--- config.mk ---
export PLATFORM = sky130hd
export DESIGN_NAME = motor_cmd_regfile
export DESIGN_NICKNAME = d
export VERILOG_FILES = /design/src/rtl/motor_cmd_regfile.sv
export SDC_FILE = /design/constraint.sdc
export NUM_CORES = 1
export LEC_CHECK = 0
export CAP_MARGIN = 20
export CORE_ASPECT_RATIO = 1.5
export CORE_UTILIZATION = 25
export CTS_CLUSTER_SIZE = 12
export DETAILED_ROUTE_END_ITERATION = 10
export PLACE_DENSITY = 0.64
export REMOVE_ABC_BUFFERS = 1
export SYNTH_ARGS = -nofsm -noshare
export SYNTH_HDL_FRONTEND = slang
export SYNTH_SLANG_ARGS = --single-unit
--- constraint.sdc ---
create_clock -name CLK -period 5.6 [get_ports CLK]
set_clock_uncertainty 0.05 [all_clocks]
set_input_delay 0.56 -clock CLK [delete_from_list [all_inputs] [get_ports CLK]]
set_output_delay 0.56 -clock CLK [all_outputs]
set_load 0.05 [all_outputs]
--- src/rtl/motor_cmd_regfile.sv ---
// SPI command decoder and register file for N_CH stepper channels.
// Optional command watchdog is built when MOTOR_WDOG_EN is defined.
module motor_cmd_regfile #(
    parameter int N_CH     = 6,
    parameter int DIV_W    = 16,
    parameter int POS_W    = 32,
    parameter int WDOG_CYC = 1000000
) (
    input  logic                    CLK,
    input  logic                    reset_n,
    input  logic                    word_recvd,
    input  logic [15:0]             recv_data,
    output logic [15:0]             reply_data,
    input  logic [N_CH*POS_W-1:0]   cur_pos,
    output logic [N_CH*DIV_W-1:0]   divider,
    output logic [N_CH-1:0]         move_dir,
    output logic [N_CH-1:0]         step_ena,
    output logic [N_CH-1:0]         pos_reset,
    output logic [3:0]              sel_ch,
    output logic                    wdog_trip
);

    localparam logic [15:0] REPLY_OK    = 16'h4F4B;
    localparam logic [15:0] REPLY_BAD   = 16'hEEEE;
    localparam logic [31:0] N_CH_U      = 32'(N_CH);
    localparam logic [12:0] SHADOW_MASK = 13'((1 << (DIV_W - 13)) - 1);

    typedef enum logic [2:0] {
        OP_SEL  = 3'd0,
        OP_DIR  = 3'd1,
        OP_DIVL = 3'd2,
        OP_ENA  = 3'd3,
        OP_POSH = 3'd4,
        OP_DIVH = 3'd5,
        OP_RSV6 = 3'd6,
        OP_RSV7 = 3'd7
    } opcode_e;

    logic                   word_recvd_q, word_recvd_d;
    logic [15:0]            reply_q, reply_d;
    logic [3:0]             sel_q, sel_d;
    logic [31:0]            snap_q, snap_d;
    logic [12:0]            shadow_q, shadow_d;
    logic [N_CH*DIV_W-1:0]  div_q, div_d;
    logic [N_CH-1:0]        dir_q, dir_d;
    logic [N_CH-1:0]        ena_q, ena_d;
    logic [N_CH-1:0]        pr_q, pr_d;

    logic                   cmd_edge;
    opcode_e                opcode;
    logic [3:0]             ch_new;
    logic                   ch_ok;
    logic [N_CH-1:0]        new_oh;
    logic [N_CH-1:0]        sel_oh;
    logic signed [POS_W-1:0] pos_sel;
    logic [31:0]            pos_ext;
    logic [DIV_W-1:0]       div_word;

`ifdef MOTOR_WDOG_EN
    localparam int CNT_W = $clog2(WDOG_CYC + 1);
    localparam logic [CNT_W-1:0] CNT_TERM = CNT_W'(WDOG_CYC - 1);
    logic [CNT_W-1:0]       cnt_q, cnt_d;
    logic                   trip_q, trip_d;
`endif

    always_comb begin
        word_recvd_d = word_recvd;
        reply_d      = reply_q;
        sel_d        = sel_q;
        snap_d       = snap_q;
        shadow_d     = shadow_q;
        div_d        = div_q;
        dir_d        = dir_q;
        ena_d        = ena_q;
        pr_d         = '0;
`ifdef MOTOR_WDOG_EN
        cnt_d        = cnt_q;
        trip_d       = trip_q;
`endif

        cmd_edge = word_recvd & ~word_recvd_q;
        opcode   = opcode_e'(recv_data[15:13]);
        ch_new   = recv_data[3:0];
        ch_ok    = {28'd0, ch_new} < N_CH_U;
        new_oh   = '0;
        sel_oh   = '0;
        pos_sel  = '0;
        for (int unsigned i = 0; i < N_CH; i++) begin
            new_oh[i] = ({28'd0, ch_new} == i);
            sel_oh[i] = ({28'd0, sel_q} == i);
            if (new_oh[i]) pos_sel = cur_pos[i*POS_W +: POS_W];
        end
        pos_ext  = 32'(pos_sel);
        // Upper shadow bits are held at zero, so truncation yields exactly DIV_W bits.
        div_word = DIV_W'({shadow_q, recv_data[12:0]});

        if (cmd_edge) begin
            case (opcode)
                OP_SEL: begin
                    if (ch_ok) begin
                        sel_d   = ch_new;
                        snap_d  = pos_ext;
                        reply_d = pos_ext[15:0];
                        if (recv_data[4]) pr_d = new_oh;
                    end else begin
                        reply_d = REPLY_BAD;
                    end
                end
                OP_DIR: begin
                    dir_d   = (dir_q & ~sel_oh) | (sel_oh & {N_CH{recv_data[0]}});
                    reply_d = REPLY_OK;
                end
                OP_DIVL: begin
                    for (int unsigned i = 0; i < N_CH; i++) begin
                        if (sel_oh[i]) div_d[i*DIV_W +: DIV_W] = div_word;
                    end
                    reply_d = REPLY_OK;
                end
                OP_ENA: begin
                    if (recv_data[1]) ena_d = {N_CH{recv_data[0]}};
                    else ena_d = (ena_q & ~sel_oh) | (sel_oh & {N_CH{recv_data[0]}});
`ifdef MOTOR_WDOG_EN
                    if (recv_data[0]) trip_d = 1'b0;
`endif
                    reply_d = REPLY_OK;
                end
                OP_POSH: reply_d = snap_q[31:16];
                OP_DIVH: begin
                    shadow_d = recv_data[12:0] & SHADOW_MASK;
                    reply_d  = REPLY_OK;
                end
                default: reply_d = '0;
            endcase
        end

`ifdef MOTOR_WDOG_EN
        // Counter saturates at terminal count so enables stay forced off until a command arrives.
        if (cmd_edge) begin
            cnt_d = '0;
        end else if (cnt_q == CNT_TERM) begin
            ena_d  = '0;
            trip_d = 1'b1;
        end else begin
            cnt_d = cnt_q + CNT_W'(1);
        end
`endif
    end

    always_ff @(posedge CLK or negedge reset_n) begin
        if (!reset_n) begin
            word_recvd_q <= 1'b1;
            reply_q      <= '0;
            sel_q        <= '0;
            snap_q       <= '0;
            shadow_q     <= '0;
            div_q        <= '0;
            dir_q        <= '0;
            ena_q        <= '0;
            pr_q         <= '0;
        end else begin
            word_recvd_q <= word_recvd_d;
            reply_q      <= reply_d;
            sel_q        <= sel_d;
            snap_q       <= snap_d;
            shadow_q     <= shadow_d;
            div_q        <= div_d;
            dir_q        <= dir_d;
            ena_q        <= ena_d;
            pr_q         <= pr_d;
        end
    end

`ifdef MOTOR_WDOG_EN
    always_ff @(posedge CLK or negedge reset_n) begin
        if (!reset_n) begin
            cnt_q  <= '0;
            trip_q <= 1'b0;
        end else begin
            cnt_q  <= cnt_d;
            trip_q <= trip_d;
        end
    end

    assign wdog_trip = trip_q;
`else
    assign wdog_trip = 1'b0;
`endif

    assign reply_data = reply_q;
    assign sel_ch     = sel_q;
    assign divider    = div_q;
    assign move_dir   = dir_q;
    assign step_ena   = ena_q;
    assign pos_reset  = pr_q;

endmodule

==> qor.yml <==
status: "completed"
synthTopCellsByArea: "dfrtp_1, mux2_2, mux2_1"
p_leak_nw: 5.18
clock-sinks: 154
hp-class: "input port to asynchronous set/reset pin"
slew_violations: 0
drt_wl_total_microns: 26100
hpwl_microns: 19700
drc: 0
slew-limit-headroom_pct: 28.0
cts-root-buf: "clkbuf_16"
finalSetupViolations: 0
syn_area_sq_um: 7740
die_x_microns: 146
fillers: 2926
clockPowerShare_pct: 31.7
die_h_microns: 218
crit_slowest_cell: "or3_1"
core.rowCount: 78
tritoncts: "yes"
synth_enable_flop_cells: 0
critPathMaxStageDelay_ps: 840
vdd_drop_max_uv: 145
synthDistinctLibCells: 45
routed_via_density: 4.71
path_class: "input port to flip-flop"
switching_power_mw: 1.23
clkTransAtPathRegs_ps: 60
antenna_found_initial: 0
dieArea_sq_um: 31700
cts_hold_buffers: 0
timing.final.crit_share_pct: 57.7
async_flop_share_pct: 100
finalCriticalPeriod_ps: 3230
avgSynthCellArea_sq_um: 12.1
ant_nets: 0
insertion_delay_ps: 430
numCtsBuffers: 17
cts_resized: 0
synth-main-ff-cell: "dfrtp_1"
cp_max_fo: 16
synth.ff_latch_count: 154
start_util_pct: 25.5
fin_util_pct: 39.6
synthTopCellsByCount: "dfrtp_1, mux2_2, mux2_1, mux2i_1"
ios: 346
intPower_mw: 2.33
post-synth-top-count-cell: "dfrtp_1"
cap_violations: 0
start_kind: "input port"
power_density_nw_per_um2: 296
tightest_slew_ps: 1080
rsz0062_at_grt: "false"
wl_per_cell_microns: 19.1
ys_seq_area_share_pct: 49.8
power_frac_seq_pct: 37.3
grt_max_degree: 102
areaGrowthSynthToFinish_pct: 55.3
clockBufferDepth: 2
hold_viol_final: 0
worstPathArrival_ps: 3490
yosysWarnings: 0
tns_ps: 0
grt_overflow: 0
placed_area_sq_um: 11400
cp_cell_sequence: "clkdlybuf4s50_1, nand2b_1, or3_1, nor2_8, mux2_2"
fmax_mhz: 309
worst_ep_required_time_ps: 5850
grtUsageTotal_pct: 16.7
p_sw_share_pct: 34.6
drt_pre_antenna_iters: 5
drive_above_1_share_pct: 14.1
vias: 6442
port_buffers: 344
nNetsFinal: 1167
netlist.top_cell.by_area: "dfrtp_1"
diodes: 0
synth_top_area_share_pct: 49.5
htreeDepth: 4
syn_inst: 641
gp_congestion: 0.765
endpoint_kind: "flip-flop"
p_comb_share_pct: 31.1
post-cts-setup-buffers: 0
grt_pass1_vias: 6742
core_area_sq_um: 30400
grt_pass1_wl_microns: 40200
dr.first_iter.drc_count: 191
final_cell_area_sq_um: 12000
## power by group through the flow
stage | combinational [mW] | sequential, mW | clock, mW
after floorplan | 0.212 | 1.72 | 0
after global placement | 1.11 | 1.35 | 0
after detailed placement | 1.12 | 1.35 | 0
after CTS | 1.12 | 1.33 | 1.16
after global routing | 1.16 | 1.34 | 1.21
final | 1.11 | 1.33 | 1.13
## kinds of logic (layout without fill, tap and decap cells)
family	after synthesis	in the layout	synth area share [%]
AO/OA/AOI/OAI	151	151	13.3
buffers and inverters	57	385	3.78
flip-flops	154	154	49.8
multiplexers	176	176	25.2
AND/OR/NAND/NOR	102	102	7.84
other	1	1	0.0484
## state kept, by name, summed over array words and instances (netlist names), named ones only
signal,cells
word_recvd_q,1
snap_q,16
shadow_q,3
divider,96
reply_data,16
pos_reset,6
sel_ch,4
## critical path, delay by kind of cell
family        cells  cell delay (ps)
mux               1              380
simple gates      3             1720
buf+inv           1              790
## per-stage QoR
step	total power [mW]	hold slack [ps]	setup WS (ps)	std cells
after floorplan	1.93	214	3150	586
after global placement	2.45	411	2040	1336
after detailed placement	2.47	417	1890	1336
after CTS	3.61	209	2360	1368
after global routing	3.71	248	2230	1369
final	3.56	181	2370	1369
## cells in the final DEF (no fill, tap or decap), drive strengths merged, types with 4 or more instances in the layout
| cell | Yosys | routed |
|---|---|---|
| nand2b | 4 | 4 |
| dfrtp | 153 | 153 |
| nand3b | 13 | 13 |
| nand2 | 25 | 25 |
| nor2b | 6 | 6 |
| mux2i | 32 | 32 |
| o21ai | 35 | 35 |
| o22a | 19 | 19 |
| a221o | 12 | 12 |
| o211ai | 9 | 9 |
| a22oi | 7 | 7 |
| nand3 | 4 | 4 |
| a21oi | 22 | 22 |
| nor2 | 37 | 37 |
| buf | 25 | 11 |
| nor3 | 4 | 4 |
| inv | 2 | 9 |
| mux2 | 143 | 143 |
| o22ai | 18 | 18 |
| clkbuf | 30 | 18 |
| clkdlybuf4s50 | 0 | 340 |
| o31ai | 19 | 19 |
## layer usage
layer | vias up | share of wire (%) | track usage, %
met1 | 3141 | 39 | 18.4
met2 | 272 | 54 | 31.2
li1 | 3000 | - | -
met5 | - | 0 | 0
met4 | 0 | 2.0 | 5.40
met3 | 29 | 5.6 | 4.04
## layout make-up
class                           instances  area (sq um)  share of cell area (%)
Clock inverter                         14           136                    1.13
Timing Repair Buffer                  351          3480                    29.0
Multi-Input combinational cell        430          3600                    29.9
Inverter                                2          7.51                  0.0625
Clock buffer                           18           439                    3.65
Sequential cell                       154          3850                    32.1
Tap cell                              400           500                    4.16
## path summary, 6_finish.rpt
path                                        startpoint                       to  slack (ps)  depth (start not counted)
worst max-delay path                     recv_data[14]   divider[2]$_DFFE_PN0P_        2370                          5
worst min register to register  snap_q[23]$_DFFE_PN0P_   snap_q[23]$_DFFE_PN0P_         430                          2
worst max register to register  word_recvd_q$_DFF_PN1_   divider[2]$_DFFE_PN0P_        2930                          4
worst min-delay path                           reset_n  divider[88]$_DFFE_PN0P_         180                          1
min in group CLK                snap_q[23]$_DFFE_PN0P_   snap_q[23]$_DFFE_PN0P_         430                          2
max in group asynchronous                      reset_n  divider[38]$_DFFE_PN0P_        4070                          2
(Power assumes the default switching activity.)
